===== src/rtl/pipe_pkg.sv =====
// Shared pipeline definitions for the EX/MEM/WB stage registers and the hazard unit.
// memwb_t uses the default field widths. The stage modules themselves are parametrised.
package pipe_pkg;

  localparam int PIPE_DATA_W = 32;
  localparam int PIPE_RD_W   = 5;
  localparam int PIPE_WB_W   = 2;
  localparam int PIPE_CNT_W  = 16;

  localparam int WB_REGWRITE_BIT = 1;
  localparam int WB_MEMTOREG_BIT = 0;

  typedef struct packed {
    logic [PIPE_WB_W-1:0]   wb;
    logic [PIPE_DATA_W-1:0] addr;
    logic [PIPE_DATA_W-1:0] data;
    logic [PIPE_RD_W-1:0]   rd;
  } memwb_t;

endpackage


===== src/rtl/pipe_skid_buf.sv =====
// One-entry skid buffer: a payload register plus a valid flag.
// clear has priority over load, and load has priority over unload.
module pipe_skid_buf #(
  parameter int W = 8
) (
  input  logic         clk_i,
  input  logic         rst_i,
  input  logic         clear_i,
  input  logic         load_i,
  input  logic         unload_i,
  input  logic [W-1:0] data_i,
  output logic [W-1:0] data_o,
  output logic         valid_o
);

  always_ff @(posedge clk_i or posedge rst_i) begin
    if (rst_i) begin
      valid_o <= 1'b0;
      data_o  <= '0;
    end else if (clear_i) begin
      valid_o <= 1'b0;
    end else if (load_i) begin
      valid_o <= 1'b1;
      data_o  <= data_i;
    end else if (unload_i) begin
      valid_o <= 1'b0;
    end
  end

endmodule


===== src/rtl/memwb_stage.sv =====
// MEM->WB pipeline register with valid/ready handshake, flush and a saturating bubble counter.
// Define MEMWB_SKID_EN to add a one-entry skid buffer, which makes ready_o a registered signal.
module memwb_stage
  import pipe_pkg::*;
#(
  parameter int DATA_W = PIPE_DATA_W,
  parameter int RD_W   = PIPE_RD_W,
  parameter int WB_W   = PIPE_WB_W,
  parameter int CNT_W  = PIPE_CNT_W
) (
  input  logic              clk_i,
  input  logic              rst_i,
  input  logic              flush_i,
  input  logic              valid_i,
  output logic              ready_o,
  input  logic [WB_W-1:0]   wb_i,
  input  logic [DATA_W-1:0] addr_i,
  input  logic [DATA_W-1:0] data_i,
  input  logic [RD_W-1:0]   rd_i,
  output logic              valid_o,
  input  logic              ready_i,
  output logic [WB_W-1:0]   wb_o,
  output logic [DATA_W-1:0] addr_o,
  output logic [DATA_W-1:0] data_o,
  output logic [RD_W-1:0]   rd_o,
  output logic [CNT_W-1:0]  bubble_cnt_o
);

  localparam int PW = WB_W + 2*DATA_W + RD_W;

  logic             valid_q;
  logic [PW-1:0]    pay_q;
  logic [PW-1:0]    pay_in;
  logic [PW-1:0]    main_d;
  logic [WB_W-1:0]  wb_q;
  logic [CNT_W-1:0] cnt_q;
  logic             accept;
  logic             consume;
  logic             load_main;

  assign pay_in  = {wb_i, addr_i, data_i, rd_i};
  assign accept  = valid_i & ready_o;
  assign consume = valid_q & ready_i;

`ifdef MEMWB_SKID_EN
  logic          skid_valid;
  logic [PW-1:0] skid_data;
  logic          skid_load;
  logic          skid_unload;

  // An entry accepted while the main register is stalled waits in the skid buffer.
  assign ready_o     = !skid_valid;
  assign skid_load   = accept & valid_q & !ready_i;
  assign skid_unload = consume & skid_valid;
  assign load_main   = skid_unload | (accept & (!valid_q | ready_i));
  assign main_d      = skid_valid ? skid_data : pay_in;

  pipe_skid_buf #(.W(PW)) u_skid (
    .clk_i    (clk_i),
    .rst_i    (rst_i),
    .clear_i  (flush_i),
    .load_i   (skid_load),
    .unload_i (skid_unload),
    .data_i   (pay_in),
    .data_o   (skid_data),
    .valid_o  (skid_valid)
  );
`else
  assign ready_o   = ready_i | !valid_q;
  assign load_main = accept & (!valid_q | ready_i);
  assign main_d    = pay_in;
`endif

  // The payload is left stale on flush or drain. wb_o gating keeps that safe.
  always_ff @(posedge clk_i or posedge rst_i) begin
    if (rst_i) begin
      valid_q <= 1'b0;
      pay_q   <= '0;
    end else if (flush_i) begin
      valid_q <= 1'b0;
    end else if (load_main) begin
      valid_q <= 1'b1;
      pay_q   <= main_d;
    end else if (consume) begin
      valid_q <= 1'b0;
    end
  end

  always_ff @(posedge clk_i or posedge rst_i) begin
    if (rst_i) begin
      cnt_q <= '0;
    end else if (!valid_q && (cnt_q != {CNT_W{1'b1}})) begin
      cnt_q <= cnt_q + 1'b1;
    end
  end

  assign {wb_q, addr_o, data_o, rd_o} = pay_q;
  assign valid_o      = valid_q;
  assign wb_o         = valid_q ? wb_q : '0;
  assign bubble_cnt_o = cnt_q;

endmodule


===== config.mk =====
export PLATFORM = sky130hd
export DESIGN_NAME = memwb_stage
export DESIGN_NICKNAME = d
export VERILOG_FILES = /design/src/rtl/pipe_pkg.sv /design/src/rtl/pipe_skid_buf.sv /design/src/rtl/memwb_stage.sv
export SDC_FILE = /design/constraint.sdc
export NUM_CORES = 1
export LEC_CHECK = 0
export ABC_AREA = 1
export CAP_MARGIN = 20
export CORE_MARGIN = 1.5
export CORE_UTILIZATION = 42
export CTS_CLUSTER_DIAMETER = 120
export DETAILED_ROUTE_END_ITERATION = 10
export PLACE_DENSITY = 0.77
export SKIP_CTS_REPAIR_TIMING = 1
export SYNTH_ARGS = -nofsm -noshare
export SYNTH_HDL_FRONTEND = slang
export SYNTH_SLANG_ARGS = --single-unit

===== constraint.sdc =====
create_clock -name clk_i -period 7.2 [get_ports clk_i]
set_input_delay 1.44 -clock clk_i [delete_from_list [all_inputs] [get_ports clk_i]]
set_output_delay 1.44 -clock clk_i [all_outputs]
set_load 0.005 [all_outputs]

After elaboration in Yosys (flattened, before gate mapping)
Index checks and enable logic that the tools add are counted.
Widths: inputs -> output; s select.
- add/subtract/negate cells: 1
- eq/ne operators: 1
- multiplexer cells: 4
- bitwise logic cells: 5
- reduce and logical (&&, ||, !) cells: 4
- operators with widths (kind ; count):
    $add 16x1->16 const B ; 1
    $ne 16x16->1 const B ; 1
    $and 1x1->1 ; 3
    $mux 1 ; 3
    $reduce_bool 3->1 ; 1
    $mux 2 ; 1
    $reduce_and 2->1 ; 1
    $logic_and 1x1->1 ; 1
    $logic_not 1->1 ; 1
    $not 1->1 ; 1
    $or 1x1->1 ; 1
- bits in registers: 88
- bits of input ports: 76
- output and inout bits: 89
- logic and storage cells: 18

Depth between registers and ports, before layout
Gate-level depths: netlist of the first run.
- depth in word-level cells: 6
- gate-level depth with buffers: 10
- gate-level depth less buffers: 9

Least setup slack after synthesis of the first run
Ideal clock, no wire load.
- path type: input -> output
- start: in ready_i
- end: out ready_o
- arrival: 1692 ps
- required time: 5760 ps
- path slack: 4068 ps
- stages: 1
- path buffers: 0
- cell sequence: or2_4
- cells in the longest elaborated chain, start to end: 1
- RTL lines (what ; line ; text):
    start: declaration ; memwb_stage.sv:21 ; input logic ready_i,
    $or 1x1->1 ; memwb_stage.sv:69 ; assign ready_o = ready_i | !valid_q;
    end: declaration ; memwb_stage.sv:15 ; output logic ready_o,
Every way passes these cells.

Worst setup path after layout of the first run
Same ends and word-level chain as after synthesis.

==> results.py, run 1 <==
metrics = {
    "status": {
        "run_status": "completed",
    },
    "hold_path": {
        "worstHoldPathType": "register to register",
        "holdPathStages": 1,
    },
    "finish": {
        "final_nets": 556,
        "layoutNonFillerInstCount": 617,
        "nFillCells": 850,
        "layout_common_cells": "clkdlybuf4s50_1, dfrtp_1, mux2_1, nand2_1",
        "drive_gt1_frac": 0.04752,
        "layout_commonest_cell": "clkdlybuf4s50_1",
        "antenna_cells": 0,
        "area_growth_pct": 33.00,
    },
    "global_route": {
        "grt_antenna_before_repair": 0,
        "grt_pass1_vias": 2807,
        "grt_pass1_wl_mm": 12.83,
        "gr-total-overflow": 0,
        "grt_max_degree": 72,
        "grtUsageTotal": 0.1578,
    },
    "die": {
        "start_util": 0.4329,
        "io_pins": 165,
        "fp.dieH_um": 103.4,
        "die_x_um": 103.4,
        "dieArea_um2": 10690,
        "row_count": 36,
        "core_area_um2": 9774,
    },
    "drt": {
        "viasPerCell": 4.650,
        "drc_errors": 0,
        "drt_iter0_drc": 49,
        "post_drt_wl_per_cell_um": 13.68,
        "first_pass_iters": 5,
        "ant_nets": 0,
        "vias": 2869,
        "drt_wl_total_mm": 8.438,
    },
    "clocking": {
        "cts.path.max_buffers": 2,
        "path_clk_slew_ns": 0.09,
        "cts.sinks": 88,
        "cts_buffers": 9,
        "clock_latency_ns": 0.35,
        "cts.htree.levels": 3,
        "cts_tree": "done",
        "root_buffer": "clkbuf_8",
    },
    "worst_setup_path": {
        "arrival_ns": 2.56,
        "crit_fanout": 3,
        "r2r_cells": 4,
        "worstSetupPathType": "input pin to output port",
        "start_kind": "input pin",
        "crit_path_end_kind": "output port",
        "cp.required_ns": 5.76,
    },
    "placement": {
        "gp_congestion": 0.8961,
        "port_buffers": 164,
        "placedCellCount": 601,
        "hpwlAfterDp_mm": 6.397,
    },
    "sta": {
        "rsz0062_at_grt": "false",
        "finalMaxSlewViolations": 0,
        "tns_ns": 0,
        "timing.final.crit_share": 0.5552,
        "tightestPinTransition_ns": 0.9505,
        "relSlewSlack": 0.3663,
        "hold_viol_final": 0,
        "final-setup-viol-count": 0,
        "min_period_ns": 3.998,
        "fmax_mhz": 250.2,
        "finClkSkew_ns": 0.008514,
    },
    "yosys": {
        "yosys_warnings": 0,
        "synth-seq-cells": 88,
        "syn_avg_cell_area_um2": 11.14,
        "seq_area_frac_synth": 0.5204,
        "syn_area_um2": 4232,
        "syn-instance-count": 380,
        "yosysUniqueCellTypes": 22,
        "syn-num-nets": 457,
    },
    "power_and_ir_drop": {
        "powerDensity_nw_per_um2": 229.1,
        "cellLeakagePower_uw": 0.002375,
        "vdd_drop_max_mv": 0.1471,
        "total_power_uw": 1289,
    },
    "run": {
        "drv_cap": 0,
    },
}
## layer usage
metal	global-route usage	share of wire
met5	0	0
met4	0.08316	0.026
met3	0.05444	0.10
met2	0.2594	0.48
met1	0.1821	0.39
## logic make-up after synthesis
group,after synthesis,synth area share
mux,71,0.1889
simple gates,109,0.1115
buf+inv,101,0.1635
fa+ha+maj,1,0.002956
flops,88,0.5204
xor+xnor,1,0.002070
compound gates,9,0.01064
## stage by stage
stage	hold slack, ns	area [um2]	utilization	setup WS, ns
CTS	0.5010	5628	0.5758	3.204
finish	0.4943	5628	0.5758	3.202
floorplan	0.4646	4232	-	3.481
global route	0.5095	5628	0.5758	3.173
detailed placement	0.4799	5446	0.5572	3.206
global placement	0.4722	5446	0.5572	3.200
## Yosys cell counts, drive strengths merged
cell type  number  area (um2)
dfrtp          88        2202
buf            77       601.8
mux2           71       799.5
nand2          63       244.0
inv            24       90.08
nor2           23       88.84
nand3           9       45.04
nand4           8       50.05
o21ai           8       40.04
nand3b          4       30.03
a21oi           1       5.000
ha              1       12.51
nor3            1       5.000
or2             1       8.760
xnor2           1       8.760
## worst max-delay path, stage by stage
cell	delay [ns]
clkdlybuf4s50_1	0.39
or2_4	0.27
clkdlybuf4s50_1	0.45
## registers in the layout, indices dropped and copies added, names as in the netlist
signal	flops
bubble_cnt_o	16
valid_o	1
pay_q	71
## final timing paths
check                                from   endpoint  slack, ns
worst max register to register    valid_o  pay_q[42]       5.08
worst min-delay path            pay_q[54]  pay_q[54]       0.49
worst max-delay path              ready_i    ready_o       3.20
min in group asynchronous           rst_i  pay_q[27]       1.50
max in group asynchronous           rst_i  pay_q[28]       4.64
worst min register to register  pay_q[54]  pay_q[54]       0.49
## cell type report
class	instances	area, um2	area share
Clock buffer	10	137.6	0.02446
Clock inverter	6	43.79	0.007781
Inverter	24	91.34	0.01623
Multi-Input combinational cell	191	1338	0.2377
Sequential cell	88	2202	0.3913
Tap cell	133	166.4	0.02957
Timing Repair Buffer	165	1649	0.2930
## power by group
| group | total, uW | internal (uW) | switching [uW] | leakage (uW) |
|---|---|---|---|---|
| clock | 311 | 136 | 175 | 0.0000926 |
| sequential | 634 | 578 | 56.2 | 0.00106 |
| combinational | 344 | 231 | 113 | 0.00122 |
(Power assumes the default switching activity.)
==> run 2: changes to the inputs <==
==> constraint.sdc (replaced) <==
create_clock -name clk_i -period 3.95 [get_ports clk_i]
set_input_delay 0.79 -clock clk_i [delete_from_list [all_inputs] [get_ports clk_i]]
set_output_delay 0.79 -clock clk_i [all_outputs]
set_load 0.005 [all_outputs]
==> run 2 against run 1 <==
- wire length increased by 2.6%
- die area unchanged
- sequential share of layout area decreased by 0.34 points
- register-to-register slack got worse by 3.3 ns
- flip-flop and latch count unchanged
- clock power increased by 110%
- highest routed layer unchanged
==> results.py, run 2 (synthesis results as in run 1) <==
metrics = {
    "sta": {
        "tightestPinTransition_ns": 0.7680,
        "tns_ns": 0,
        "fmax_mhz": 368.3,
        "hold_viol_final": 0,
        "timing.final.crit_share": 0.6873,
        "min_period_ns": 2.715,
        "finClkSkew_ns": 0.009966,
        "rsz0062_at_grt": "false",
        "setup_slack_ns": 1.235,
        "finalMaxSlewViolations": 0,
        "relSlewSlack": 0.4880,
        "final-setup-viol-count": 0,
    },
    "finish": {
        "final_nets": 558,
        "drive_gt1_frac": 0.04330,
        "top_register": "pay_q",
        "antenna_cells": 0,
        "largest_reg_flops": 71,
        "area_growth_pct": 34.15,
        "layout_commonest_cell": "clkdlybuf4s50_1",
        "layoutNonFillerInstCount": 618,
        "layout_common_cells": "clkdlybuf4s50_1, dfrtp_1, mux2_1, nand2_1",
    },
    "drt": {
        "drt_iter0_drc": 46,
        "vias": 2881,
        "ant_nets": 0,
        "drc_errors": 0,
        "post_drt_wl_per_cell_um": 14.00,
        "drt_wl_total_mm": 8.655,
        "first_pass_iters": 4,
        "viasPerCell": 4.662,
    },
    "global_route": {
        "gr-total-overflow": 0,
        "grt_max_degree": 47,
        "grt_antenna_before_repair": 0,
        "grt_pass1_vias": 2763,
        "grtUsageTotal": 0.1615,
        "grt_pass1_wl_mm": 13.19,
    },
    "power_and_ir_drop": {
        "total_power_uw": 2437,
        "vdd_drop_max_mv": 0.2968,
        "cellLeakagePower_uw": 0.002392,
        "powerDensity_nw_per_um2": 429.3,
    },
    "clocking": {
        "cts.path.max_buffers": 2,
        "cts_tree": "done",
        "cts_buffers": 9,
        "clock_latency_ns": 0.34,
        "path_clk_slew_ns": 0.08,
        "cts.sinks": 88,
        "root_buffer": "clkbuf_8",
        "cts.htree.levels": 3,
    },
    "run": {
        "drv_cap": 0,
    },
    "die": {
        "core_area_um2": 9774,
        "row_count": 36,
        "io_pins": 165,
        "fp.dieH_um": 103.4,
        "die_x_um": 103.4,
        "start_util": 0.4329,
        "dieArea_um2": 10690,
    },
    "worst_setup_path": {
        "arrival_ns": 1.92,
        "rrSetupSlack_ns": 1.81,
        "start_kind": "input pin",
        "worstSetupStartpoint": "ready_i",
        "crit_fanout": 3,
        "cp.required_ns": 3.16,
        "worstSetupPathType": "input pin to output port",
        "endpoint": "ready_o",
        "r2r_cells": 5,
        "r2r-end": "pay_q[9]",
        "r2r-start": "valid_o",
        "crit_path_end_kind": "output port",
    },
    "placement": {
        "hpwlAfterDp_mm": 6.618,
        "gp_congestion": 0.8646,
        "port_buffers": 164,
        "post-place-ws_ns": 1.214,
        "placedCellCount": 603,
    },
    "hold_path": {
        "min-delay-start": "pay_q[17]",
        "worstHoldPathType": "register to register",
    },
    "status": {
        "run_status": "completed",
    },
}
## run 2: worst max-delay path, stage by stage
cell	delay, ns
clkdlybuf4s50_1	0.41
or2_4	0.27
clkdlybuf4s50_1	0.45
## run 2: cell type report
type	count	area, um2
inverters	24	91.34
repair buffers	167	1677
fillers	808	4098
well taps	133	166.4
flip-flops and latches	88	2202
clock inverters	3	67.56
multi-input cells	191	1338
clock buffers	12	135.1
## run 2: power breakdown
part	internal, uW	switching [uW]	leakage (uW)
Sequential	1050	103	0.00106
Clock	354	294	0.0000967
Combinational	423	209	0.00123
Total	1830	606	0.00239
## run 2: how the worst min path moves through the flow
stage | cells past startpoint | endpoint | slack (ns)
finish | 1 | pay_q[17] | 0.49
floorplan | 1 | pay_q[69] | 0.46
global placement | 1 | pay_q[17] | 0.47
global route | 1 | pay_q[58] | 0.51
CTS | 1 | pay_q[20] | 0.50
detailed placement | 1 | pay_q[34] | 0.48
## run 2: metrics by stage
stage	area [um2]	utilization	hold WS [ns]
final	5677	0.5808	0.4904
after global routing	5677	0.5808	0.5062
after CTS	5677	0.5808	0.4988
after detailed placement	5474	0.5600	0.4800
after global placement	5474	0.5600	0.4725
after floorplan	4232	-	0.4646
## run 2: per-layer routing
layer	global-route usage	wire length [um]
met2	0.2634	4167
met5	0	0
met3	0.05108	803
met4	0.06965	170
met1	0.1976	3512
